`config.mk`:
```
export PLATFORM = sky130hd
export DESIGN_NAME = echo_indication_fifo
export DESIGN_NICKNAME = d
export VERILOG_FILES = /design/src/rtl/echo_indication_fifo.sv
export SDC_FILE = /design/constraint.sdc
export NUM_CORES = 1
export LEC_CHECK = 0
export ABC_AREA = 1
export CELL_PAD_IN_SITES_DETAIL_PLACEMENT = 1
export CELL_PAD_IN_SITES_GLOBAL_PLACEMENT = 2
export CORE_MARGIN = 5
export CORE_UTILIZATION = 36
export CTS_CLUSTER_SIZE = 16
export DETAILED_ROUTE_END_ITERATION = 7
export HOLD_SLACK_MARGIN = 0.05
export PLACE_DENSITY = 0.88
export SYNTH_ARGS = -nofsm -noshare
export SYNTH_HDL_FRONTEND = slang
export SYNTH_SLANG_ARGS = --single-unit
```
`constraint.sdc`:
```
create_clock -name CLK -period 2.85 [get_ports CLK]
set_clock_uncertainty 0.15 [all_clocks]
set_input_delay 0.285 -clock CLK [delete_from_list [all_inputs] [get_ports CLK]]
set_output_delay 0.285 -clock CLK [all_outputs]
set_load 0.01 [all_outputs]
```
`src/rtl/echo_indication_fifo.sv`:
```
`default_nettype none
// ============================================================================
// Module   : echo_indication_fifo
// Purpose  : Buffers fifoenq values in a DEPTH-entry FIFO. The head entry is
//            held for ECHO_DELAY cycles and then issued on the heard
//            indication. Values are echoed in strict FIFO order.
// Revision : 1.0 - initial release
// ============================================================================
module echo_indication_fifo #(
  parameter int WIDTH      = 32,
  parameter int DEPTH      = 4,
  parameter int ECHO_DELAY = 0
) (
  input  logic                     CLK,
  input  logic                     RST,
  input  logic                     fifoenq__ENA,
  input  logic [WIDTH-1:0]         fifoenq_v,
  output logic                     fifoenq__RDY,
  output logic                     heard__ENA,
  output logic [WIDTH-1:0]         heard_v,
  input  logic                     heard__RDY,
  output logic [$clog2(DEPTH):0]   occupancy,
  output logic [15:0]              echo_count
);

  localparam int                  c_AW       = $clog2(DEPTH);
  localparam logic [c_AW:0]       c_FULL     = (c_AW+1)'(DEPTH);
  localparam logic [c_AW:0]       c_OCC_ONE  = (c_AW+1)'(1);
  localparam logic [c_AW-1:0]     c_PTR_ONE  = c_AW'(1);
  localparam logic [7:0]          c_DELAY    = 8'(ECHO_DELAY);

  typedef enum logic [1:0] {
    IDLE = 2'd0,
    WAIT = 2'd1,
    SEND = 2'd2
  } state_t;

  logic [WIDTH-1:0] r_mem [DEPTH];
  logic [c_AW-1:0]  r_wr_ptr;
  logic [c_AW-1:0]  r_rd_ptr;
  logic [c_AW:0]    r_occ;
  logic [7:0]       r_dcnt;
  logic [15:0]      r_echo_count;
  state_t           r_state;

  logic             w_enq;
  logic             w_deq;

  // Full/empty come only from the occupancy count; the guard never looks at
  // the dequeue side, so a same-cycle heard cannot open room for an enqueue.
  assign fifoenq__RDY = (r_occ != c_FULL);
  assign w_enq        = fifoenq__ENA & fifoenq__RDY;
  assign w_deq        = (r_state == SEND) & heard__RDY;
  assign heard__ENA   = w_deq;
  assign heard_v      = r_mem[r_rd_ptr];
  assign occupancy    = r_occ;
  assign echo_count   = r_echo_count;

  // Storage array: written on accepted enqueues, never reset (contents are
  // only observed through rd_ptr while occupancy is non-zero).
  always_ff @(posedge CLK) begin
    if (w_enq) begin
      r_mem[r_wr_ptr] <= fifoenq_v;
    end
  end

  // Pointers, occupancy and completed-echo counter.
  always_ff @(posedge CLK) begin
    if (RST) begin
      r_wr_ptr     <= '0;
      r_rd_ptr     <= '0;
      r_occ        <= '0;
      r_echo_count <= '0;
    end else begin
      if (w_enq) begin
        r_wr_ptr <= r_wr_ptr + c_PTR_ONE;
      end
      if (w_deq) begin
        r_rd_ptr     <= r_rd_ptr + c_PTR_ONE;
        r_echo_count <= r_echo_count + 16'd1;
      end
      if (w_enq && !w_deq) begin
        r_occ <= r_occ + c_OCC_ONE;
      end else if (w_deq && !w_enq) begin
        r_occ <= r_occ - c_OCC_ONE;
      end
    end
  end

  // Echo sequencer: IDLE notices a buffered head, WAIT holds it for the
  // configured delay, SEND offers it until the sink takes it.
  always_ff @(posedge CLK) begin
    if (RST) begin
      r_state <= IDLE;
      r_dcnt  <= '0;
    end else begin
      case (r_state)
        IDLE: begin
          if (r_occ != '0) begin
            if (c_DELAY != 8'd0) begin
              r_state <= WAIT;
              r_dcnt  <= c_DELAY;
            end else begin
              r_state <= SEND;
            end
          end
        end
        WAIT: begin
          r_dcnt <= r_dcnt - 8'd1;
          if (r_dcnt == 8'd1) begin
            r_state <= SEND;
          end
        end
        SEND: begin
          if (heard__RDY) begin
            r_state <= IDLE;
          end
        end
        default: begin
          r_state <= IDLE;
        end
      endcase
    end
  end

endmodule
`default_nettype wire

```
**Word-level counts from Yosys, hierarchy flattened**

Memory sizes are Yosys's and may differ from the RTL's. A register that Yosys moved wholly into a read port is not among the register bits.
Index checks and enable logic that the tools add are counted.

- Equality and inequality tests: 7
- Mux-type cells: 10
- Add/sub/neg operators: 6
- Reduce and logical (&&, ||, !) cells: 8
- Bitwise operators: 2

Operators by type and width:

| cell | count |
|---|---|
| $add A16 B1 Y16 const B | 1 |
| $mux W2 | 5 |
| $eq A8 B1 Y1 const B | 1 |
| $sub A8 B1 Y8 const B | 1 |
| $mux W3 | 2 |
| $ne A2 B2 Y1 const B | 3 |
| $pmux W2 S3 | 1 |
| $add A2 B1 Y2 const B | 2 |
| $add A3 B1 Y3 const B | 1 |
| $ne A3 B3 Y1 const B | 1 |
| $reduce_and A3 Y1 | 1 |
| $reduce_bool A3 Y1 | 1 |
| $sub A3 B1 Y3 const B | 1 |
| $and A1 B1 Y1 | 2 |
| $eq A2 B1 Y1 const B | 1 |
| $eq A2 B2 Y1 const B | 1 |
| $logic_and A1 B1 Y1 | 2 |
| $logic_not A1 Y1 | 2 |
| $logic_not A2 Y1 | 1 |
| $mux W1 | 2 |
| $reduce_bool A2 Y1 | 1 |

- Memories kept: 1
- Bits of input ports: 36
- Output and inout bits: 53
- Word-level logic and storage cells: 40
- Bits in writable memories: 128
- Register bits: 33

Memories:

| memory | depth | width | read ports | clocked after memory_dff | write ports | RTL line | RTL |
|---|---|---|---|---|---|---|---|
| r_mem | 4 | 32 | 1 | 1 | 1 | 38 | `logic [WIDTH-1:0] r_mem [DEPTH];` |

**Depth between registers and ports, before layout**

- Word-level depth: 6
- Mapped depth: 11
- Depth with buffers taken out: 11

**Worst setup path after synthesis**

OpenSTA, ideal clock, no wires.

- Path kind: register to register
- From: reg r_occ[0] (netlist: occupancy[0])
- To: mem r_mem[0][0] (enable)
- Data required time: 2.279 ns
- Arrival: 2.196 ns
- Cell stages (with the launch flop): 5
- Library setup time: 0.421 ns
- Path slack: 0.082 ns
- Cells stage by stage: dfxtp_1 > nor2_1 > nand2_1 > nand2_1 > nor2_1

- Word-level cells in the longest chain between the ends: 4

RTL lines:

| what | RTL line | RTL |
|---|---|---|
| start, declared | 41 | `logic [c_AW:0] r_occ;` |
| start signal, assigned | 83 | `r_occ <= r_occ + c_OCC_ONE;` |
| start signal, assigned | 85 | `r_occ <= r_occ - c_OCC_ONE;` |
| $ne A3 B3 Y1 | 51 | `assign fifoenq__RDY = (r_occ != c_FULL);` |
| named net fifoenq__RDY | 18 | `output logic fifoenq__RDY,` |
| $and A1 B1 Y1 | 52 | `assign w_enq = fifoenq__ENA & fifoenq__RDY;` |
| $mux W1 | 62 | `if (w_enq) begin` |
| $mux W1 (implied by the code) | 63 | `r_mem[r_wr_ptr] <= fifoenq_v;` |
| end, declared | 38 |  |

The timed path passes the listed nets, and every way through them passes these cells.

==> results.py <==
metrics = {
    "global_route": {
        "grt_use_total": 0.160,
        "antenna_found_initial": 1,
        "grtUsageMet3": 0.0507,
        "grt_max_degree": 43,
        "grt_pass1_vias": 4624,
        "grt_pass1_wl_um": 24300,
        "grt_util_met2": 0.286,
        "busiest_layer": "met2",
        "grt-ovfl-total": 0,
        "globalRouteMet1Util": 0.183,
    },
    "flow_run": {
        "maxCapViolations": 0,
    },
    "power": {
        "leakage_nw": 2.67,
        "p_seq_frac": 0.428,
        "pwr_density_cell_nw_per_um2": 845,
        "clkPwrFrac": 0.367,
        "p_sw_frac": 0.264,
        "total_power_mw": 6.65,
        "p_switching_mw": 1.76,
        "ir_worst_vdd_mv": 0.420,
        "p_comb_frac": 0.205,
        "p_int_mw": 4.89,
    },
    "clock_network": {
        "clkLatencyLatePin_ns": 0.41,
        "cts_buffer_depth": 2,
        "cts.htree.levels": 4,
        "cts_resized": 0,
        "cts_tree": "done",
        "postCtsSetupRepairBufs": 0,
        "clk_pin_slew_ns": 0.06,
        "cts_buffers": 17,
        "cts-root-buf": "clkbuf_16",
        "clock-sinks": 154,
        "cts_hold_buffers": 0,
    },
    "yosys": {
        "synth_edf_count": 128,
        "synth_top_area_share": 0.640,
        "yosysSeqAreaShare": 0.727,
        "netlist_instances": 493,
        "async_flop_share": 0,
        "ys_types": 25,
        "ys_ff_latch": 154,
        "netlist_area_sq_um": 6000,
        "synth.largest_area_cell": "edfxtp_1",
        "syn_nets": 536,
        "synth_area_leaders": "edfxtp_1 64%, dfxtp_1 8.7%, nor2_1 6.1%",
        "yosys_warnings": 0,
        "synth.avg_cell_area_sq_um": 12.2,
        "ys.flop_type": "edfxtp_1",
    },
    "worst_hold_path": {
        "hold_class": "reg2reg",
    },
    "place": {
        "dp_hpwl_um": 9510,
        "io_buffers": 88,
        "place.gp.congestion": 0.792,
        "place_ws_ns": 0.476,
    },
    "detailed_routing": {
        "wl_um": 15000,
        "drt_iter0_drc": 184,
        "wl_per_cell_um": 18.2,
        "ant_nets": 0,
        "vias_per_cell": 5.11,
        "num_vias": 4208,
        "drt_first_pass_iters": 4,
        "drcViolationCount": 0,
    },
    "setup_path": {
        "crit_path_cell_trace": "inv_2 > o21ai_0 > o22ai_1 > clkdlybuf4s50_1",
        "worst_setup_path_start_kind": "register",
        "crit_required_ns": 2.41,
        "critical_path_class": "reg2out",
        "slowest_stage": "clkdlybuf4s50_1",
        "crit_arrival_ns": 2.25,
        "crit_path_end_kind": "output port",
        "slowest_delay_ns": 0.58,
        "cp_max_fo": 32,
    },
    "run_status": {
        "status": "finished clean",
    },
    "timing": {
        "finalMaxSlewViolations": 0,
        "slew_headroom": 0.594,
        "min_period_over_period": 0.942,
        "setup_ws_ns": 0.164,
        "fin_crit_ns": 2.69,
        "rsz0062_at_grt": "false",
        "tightest_slew_ns": 0.608,
        "hold_viol": 0,
        "setup_viol": 0,
        "tns_ns": 0,
        "max_freq_mhz": 372,
    },
    "die": {
        "rows": 47,
        "die_area_sq_um": 19400,
        "io_pins": 89,
        "start_util": 0.365,
        "core_sq_um": 16500,
        "die_w_um": 139,
        "die_h_um": 139,
    },
    "layout": {
        "syn_to_final_growth_pct": 31.0,
        "layout-drive-gt1-share": 0.103,
        "fillers": 1709,
        "diodes": 0,
        "layout.nets": 633,
    },
}
critical path: cells and delay by family, from the launching register on:
family / cells / cell delay [ns]
AOI/OAI and AO/OA: 2 / 0.46
buffers and inverters: 2 / 1.04
DFF: 1 / 0.33
power by group through the flow:
stage	Sequential [mW]	Clock (mW)	Combinational, mW
after floorplan	2.86	0	0.650
after global placement	2.87	0	1.34
after detailed placement	2.89	0	1.38
after CTS	2.85	2.50	1.40
after global routing	2.88	2.58	1.50
final	2.85	2.44	1.36
cell usage in the layout (no fill, tap or decap), types with 2 or more instances in the layout:
cell and n:
dfxtp_1 25, clkdlybuf4s50_1 88, nor2_1 94, nor2_2 2, ha_1 6, buf_12 3, xor2_1 4, clkinv_2 2
inv_1 23, nand4_1 4, nor2_4 6, a21oi_1 14, nand3_1 13, bufinv_16 5, clkbuf_16 17, buf_4 9
nor3_1 2, edfxtp_1 128, inv_2 5, nand2_2 4, clkinv_4 5, o22ai_1 32, o21ai_1 24, nand2_1 30
o21ai_0 51
state kept, by name, summed over array words and instances, names as in the netlist, named ones only:
signal,flops
r_mem,128
r_rd_ptr,2
r_wr_ptr,2
r_state,1
occupancy,3
echo_count,16
stage by stage:
step                      utilization  hold WS (ns)  cells  cell area [sq um]
after floorplan                     -         0.234    493               6000
after global placement          0.438         0.305    791               7210
after detailed placement        0.438         0.324    791               7210
after CTS                       0.478         0.332    823               7860
after global routing            0.478         0.355    823               7870
final                           0.478         0.336    823               7870
final timing paths:
check,startpoint,endpoint,slack [ns],depth (start not counted)
max,register,heard_v[29],0.16,4
min,r_rd_ptr[0],r_rd_ptr[0],0.34,1
max reg2reg,occupancy[0],occupancy[2],0.75,11
min reg2reg,r_rd_ptr[0],r_rd_ptr[0],0.34,1
logic make-up after synthesis:
family,Yosys count,share of synthesized area
DFF,154,0.727
xor gates and xnor gates,4,0.00584
and+or+nand+nor,156,0.108
buffers and inverters,50,0.0348
adders and majority gates,7,0.0158
AOI/OAI and AO/OA,122,0.109
routing by layer:
metal,share of wire,vias to the layer above
met5,0.00087,-
met2,0.51,101
met4,0.013,2
met3,0.049,19
met1,0.42,2129
li1,-,1957
final cells by class:
| cell class | instances | area, sq um | share of cell area |
|---|---|---|---|
| tap | 220 | 275 | 0.0350 |
| clock inverter | 14 | 220 | 0.0280 |
| timing repair buffer | 100 | 1010 | 0.128 |
| sequential | 154 | 4370 | 0.555 |
| inverter | 28 | 105 | 0.0134 |
| multi-input combinational | 289 | 1460 | 0.186 |
| clock buffer | 18 | 429 | 0.0546 |
synthesized netlist by cell type, types with 2 or more instances:
library cell  instances
nor2_1               98
ha_1                  6
nor3_1                2
buf_2                 8
nand2_2               4
nor2_4                2
inv_2                 5
o22ai_1              32
nor2_2                2
nand2_1              30
edfxtp_1            128
inv_1                23
a21oi_1              14
nand3_1              13
nand4_1               4
o21ai_0              51
clkbuf_1             12
xor2_1                4
dfxtp_1              26
o21ai_1              24
Power figures use the tool's default switching activity.
